## config.mk

```make
export PLATFORM = sky130hd
export DESIGN_NAME = timer_set_ctrl
export DESIGN_NICKNAME = d
export VERILOG_FILES = /design/src/rtl/timer_set_ctrl.sv
export SDC_FILE = /design/constraint.sdc
export NUM_CORES = 1
export LEC_CHECK = 0
export ABC_AREA = 1
export CAP_MARGIN = 20
export CELL_PAD_IN_SITES_DETAIL_PLACEMENT = 1
export CELL_PAD_IN_SITES_GLOBAL_PLACEMENT = 2
export CORE_MARGIN = 4
export CORE_UTILIZATION = 30
export DETAILED_ROUTE_END_ITERATION = 10
export PLACE_DENSITY_LB_ADDON = 0.25
export SYNTH_ARGS = -nofsm -noshare
export SYNTH_HDL_FRONTEND = slang
export SYNTH_SLANG_ARGS = --single-unit
export TNS_END_PERCENT = 30
```

## constraint.sdc

```tcl
create_clock -name clk -period 3.2 [get_ports clk]
set_clock_uncertainty 0.1 [all_clocks]
set_input_delay 0.64 -clock clk [delete_from_list [all_inputs] [get_ports clk]]
set_output_delay 0.64 -clock clk [all_outputs]
set_load 0.02 [all_outputs]
```

## src/rtl/timer_set_ctrl.sv

```systemverilog
// Time-setting controller for the BCD HH:MM:SS timer: sequences RUN and the
// three edit fields, edits a shadow copy of the time, blinks the field under edit.
module timer_set_ctrl #(
    parameter int CLOCK_FREQ = 50_000_000,
    parameter int BLINK_HALF = CLOCK_FREQ / 4
) (
    input  logic       clk,
    input  logic       rst,
    input  logic       i_mode,
    input  logic       i_inc,
    input  logic [7:0] i_sec,
    input  logic [7:0] i_min,
    input  logic [7:0] i_hour,
    output logic       o_run,
    output logic       o_load,
    output logic [7:0] o_sec,
    output logic [7:0] o_min,
    output logic [7:0] o_hour,
    output logic [5:0] o_blank,
    output logic [1:0] o_mode
);

    localparam int CNT_W = (BLINK_HALF > 1) ? $clog2(BLINK_HALF) : 1;
    localparam logic [CNT_W-1:0] CNT_LAST = CNT_W'(BLINK_HALF - 1);

    localparam logic [1:0] ST_RUN   = 2'd0;
    localparam logic [1:0] ST_SET_H = 2'd1;
    localparam logic [1:0] ST_SET_M = 2'd2;
    localparam logic [1:0] ST_SET_S = 2'd3;

    localparam logic [7:0] HOUR_MAX = 8'h23;
    localparam logic [7:0] MS_MAX   = 8'h59;

    logic             modePrev_q, incPrev_q;
    logic [1:0]       state_q, state_d;
    logic             run_q, run_d;
    logic             load_q, load_d;
    logic [7:0]       sec_q, sec_d;
    logic [7:0]       min_q, min_d;
    logic [7:0]       hour_q, hour_d;
    logic [5:0]       blank_q, blank_d;
    logic [CNT_W-1:0] blinkCnt_q, blinkCnt_d;
    logic             phase_q, phase_d;

    logic modeRise, incRise, blinkClr;

    // Anything at or past the field's top value, or with a non-decimal units
    // digit, rolls over to 00 so a garbage capture can always be recovered.
    function automatic logic [7:0] bcdInc(input logic [7:0] val, input logic [7:0] maxVal);
        logic [7:0] res;
        if (val >= maxVal || val[3:0] > 4'd9) begin
            res = 8'h00;
        end else if (val[3:0] == 4'd9) begin
            res = {val[7:4] + 4'd1, 4'h0};
        end else begin
            res = {val[7:4], val[3:0] + 4'd1};
        end
        return res;
    endfunction

    assign modeRise = i_mode & ~modePrev_q;
    assign incRise  = i_inc & ~incPrev_q;

    always_comb begin
        state_d  = state_q;
        sec_d    = sec_q;
        min_d    = min_q;
        hour_d   = hour_q;
        load_d   = 1'b0;
        blinkClr = 1'b0;

        if (modeRise) begin
            blinkClr = 1'b1;
            case (state_q)
                ST_RUN: begin
                    state_d = ST_SET_H;
                    hour_d  = i_hour;
                    min_d   = i_min;
                    sec_d   = i_sec;
                end
                ST_SET_H: state_d = ST_SET_M;
                ST_SET_M: state_d = ST_SET_S;
                ST_SET_S: begin
                    state_d = ST_RUN;
                    load_d  = 1'b1;
                end
                default:  state_d = ST_RUN;
            endcase
        end else if (incRise && state_q != ST_RUN) begin
            blinkClr = 1'b1;
            case (state_q)
                ST_SET_H: hour_d = bcdInc(hour_q, HOUR_MAX);
                ST_SET_M: min_d  = bcdInc(min_q, MS_MAX);
                ST_SET_S: sec_d  = bcdInc(sec_q, MS_MAX);
                default:  sec_d  = sec_q;
            endcase
        end
    end

    // Clearing on every edit restarts the blink in the visible phase.
    always_comb begin
        blinkCnt_d = blinkCnt_q;
        phase_d    = phase_q;
        if (blinkClr) begin
            blinkCnt_d = '0;
            phase_d    = 1'b0;
        end else if (blinkCnt_q == CNT_LAST) begin
            blinkCnt_d = '0;
            phase_d    = ~phase_q;
        end else begin
            blinkCnt_d = blinkCnt_q + CNT_W'(1);
        end
    end

    always_comb begin
        blank_d = 6'b000000;
        case (state_d)
            ST_SET_H: blank_d[5:4] = {2{phase_d}};
            ST_SET_M: blank_d[3:2] = {2{phase_d}};
            ST_SET_S: blank_d[1:0] = {2{phase_d}};
            default:  blank_d = 6'b000000;
        endcase
        run_d = (state_d == ST_RUN);
    end

    // Prev registers reset high so a button held through reset never fires.
    always_ff @(posedge clk) begin
        if (rst) begin
            modePrev_q <= 1'b1;
            incPrev_q  <= 1'b1;
            state_q    <= ST_RUN;
            run_q      <= 1'b1;
            load_q     <= 1'b0;
            sec_q      <= 8'h00;
            min_q      <= 8'h00;
            hour_q     <= 8'h00;
            blank_q    <= 6'b000000;
            blinkCnt_q <= '0;
            phase_q    <= 1'b0;
        end else begin
            modePrev_q <= i_mode;
            incPrev_q  <= i_inc;
            state_q    <= state_d;
            run_q      <= run_d;
            load_q     <= load_d;
            sec_q      <= sec_d;
            min_q      <= min_d;
            hour_q     <= hour_d;
            blank_q    <= blank_d;
            blinkCnt_q <= blinkCnt_d;
            phase_q    <= phase_d;
        end
    end

    assign o_mode  = state_q;
    assign o_run   = run_q;
    assign o_load  = load_q;
    assign o_sec   = sec_q;
    assign o_min   = min_q;
    assign o_hour  = hour_q;
    assign o_blank = blank_q;

endmodule

```

==> results.py <==
metrics = {
    "timing": {
        "hold_ws_ps": 374.0,
        "setup_viol": 0,
        "post-route-period-util": 0.7318,
        "tightest_slew_ps": 669.1,
        "period_needed_ps": 2342,
        "slew_violations": 0,
        "setup_slack_ps": 858.2,
        "fmaxAchievable_mhz": 427.0,
        "rsz0062_at_grt": "false",
        "maxSlewHeadroom": 0.5535,
        "finalHoldViolCount": 0,
        "fin_setup_tns_ps": 0,
    },
    "clock_tree": {
        "holdBufCountCts": 0,
        "cts_tree": "yes",
        "insertion_delay_ps": 320,
        "cts_buffer_depth": 2,
        "cts.clk_slew.worst_paths_ps": 50,
        "clkSinkCount": 58,
        "cts_setup_buffers": 0,
        "root_buffer": "clkbuf_16",
        "cts_resized": 0,
        "htreeDepth": 3,
        "numCtsBuffers": 9,
    },
    "placement": {
        "gp_congestion": 0.7910,
        "place_hpwl_um": 7583,
        "portBuffers": 61,
        "place_area_sq_um": 4148,
        "dp_cells": 730,
        "pre_cts_ws_ps": 538.3,
    },
    "critical_path": {
        "crit_fanout": 14,
        "r2r_slack_ps": 1190,
        "crit_start": "i_mode",
        "r2r-end": "o_hour[4]",
        "r2r_start": "o_mode[1]",
        "crit_type": "input pin to register",
        "crit_path_start_kind": "input pin",
        "cp.arrival_ps": 2470,
        "slowest_stage": "nor2_2",
        "crit_chain": "clkdlybuf4s50_1 -> inv_1 -> nor2_2 -> nor2_1 -> nand3b_1 -> nor2_1 -> nand2_1 -> nand2_1 -> inv_1",
        "cp_slowest_stage_delay_ps": 510,
        "required_ps": 3320,
        "rr_worst_depth": 11,
        "worstSetupEndpointType": "register",
    },
    "floorplanning": {
        "rows": 38,
        "die_area_sq_um": 13140,
        "initial_core_util": 0.3105,
        "fp.dieW_um": 114.6,
        "io_pins": 62,
        "die_y_um": 114.6,
        "core_area_sq_um": 10980,
    },
    "routing": {
        "drtIter0Drc": 183,
        "post_drt_wl_per_cell_um": 13.09,
        "drcViolationCount": 0,
        "avgViaCountPerCell": 4.595,
        "wl_um": 9766,
        "vias": 3428,
        "postRouteAntennaNets": 0,
        "dr.pass1.iters": 4,
    },
    "synthesis": {
        "synth_top_area_cell": "dfxtp_1",
        "async_flop_share": 0,
        "ys_seq_area_frac": 0.3404,
        "synth.distinct_cells": 27,
        "syn-mean-instance-area_sq_um": 6.352,
        "yosysWarnings": 0,
        "synth-main-ff-cell": "dfxtp_1",
        "synth_seq_cells": 58,
        "yosysMostFrequentCell": "nand2_1",
        "synthesis.nets": 577,
        "synth_edf_count": 0,
        "synth_common_cells": "nand2_1 (138), nor2_1 (118), inv_1 (70)",
        "synth.top_cell.area_share": 0.3404,
        "synth_cells": 537,
        "synth_area_leaders": "dfxtp_1 (34%), nand2_1 (15%), nor2_1 (13%)",
        "synth_area_sq_um": 3411,
    },
    "final_layout": {
        "num_antenna_cells": 0,
        "fin_util": 0.4067,
        "seq_area_sq_um": 1161,
        "design_area_sq_um": 4467,
        "drive_gt1_frac": 0.07261,
        "n_fill_cell": 1454,
        "final_nets": 641,
        "finalNonFillerCells": 746,
        "synthToLayoutAreaGrowth_pct": 30.96,
        "multi_input_area_sq_um": 1908,
    },
    "job": {
        "drv_cap": 0,
    },
    "power_and_ir_drop": {
        "power_mw": 1.915,
        "cellPowerDensity_nw_per_um2": 428.8,
        "power_leakage_nw": 1.901,
        "irDropWorstVdd_uv": 200.0,
    },
    "grt": {
        "antenna_found_initial": 0,
        "grt-ovfl-total": 0,
        "grt_pass1_vias": 3562,
        "grt_max_degree": 25,
        "grt.total_usage": 0.1577,
        "grt_pass1_wl_um": 16840,
    },
    "min_path": {
        "hold_end": "blinkCnt_q[23]",
        "hold_path_depth": 2,
        "hp-class": "register to register",
        "holdCritStartpoint": "blinkCnt_q[23]",
    },
    "outcome": {
        "outcome": "complete, no violations",
    },
}
==> worst max path at each step <==
stage,end,slack [ps],cells past startpoint
after global routing,o_min[3],610,9
after CTS,o_sec[7],870,9
final,o_min[3],860,9
after detailed placement,o_min[3],540,9
after global placement,o_sec[7],570,8
after floorplan,o_sec[7],1340,10
==> area by class of cell <==
class | count | share of cell area
Clock inverter | 6 | 0.01793
Sequential cell | 58 | 0.2599
Clock buffer | 10 | 0.05350
Tap cell | 140 | 0.03922
Multi-Input combinational cell | 396 | 0.4272
Timing Repair Buffer | 64 | 0.1417
Inverter | 72 | 0.06050
==> sequential cells by signal, summed over array words and instances, names as in the netlist <==
signal,count
blinkCnt_q,24
o_sec,8
o_run,1
o_blank,3
o_min,8
o_mode,2
phase_q,1
incPrev_q,1
o_hour,8
o_load,1
modePrev_q,1
==> report_power, final <==
group	leakage, nW	total (mW)	internal [mW]	switching [mW]
clock	0.162	1.02	0.696	0.328
combinational	1.27	0.144	0.0655	0.0782
sequential	0.469	0.748	0.735	0.0129
==> routing by layer <==
layer,global-route usage,vias to the layer above,share of wire
li1,-,1785,-
met2,0.2480,51,0.45
met4,0.04592,0,0.012
met3,0.02748,10,0.031
met5,0,-,0
met1,0.2206,1582,0.51
==> critical path: cells and delay by family <==
family        cells  cell delay, ps
buf+inv           3             590
simple gates      6            1230
==> cell families after synthesis <==
group | share of synthesized area
xor gates and xnor gates | 0.02825
DFF | 0.3404
adders and majority gates | 0.04402
buffers and inverters | 0.1001
and+or+nand+nor | 0.4384
AOI/OAI and AO/OA | 0.04879
==> placed cells by master, fill, tap and decap left out, drive strengths merged, types with 2 or more instances in the layout <==
cell / instances
nand2: 144
nor2: 128
inv: 72
clkdlybuf4s50: 61
dfxtp: 58
nand3: 43
a21oi: 25
ha: 12
nand4: 10
clkbuf: 10
nand3b: 8
xor2: 8
o21ai: 6
or2: 5
clkinv: 4
xnor2: 3
buf: 3
nor3: 3
bufinv: 2
Note: power is estimated with default switching activity, not from simulation.
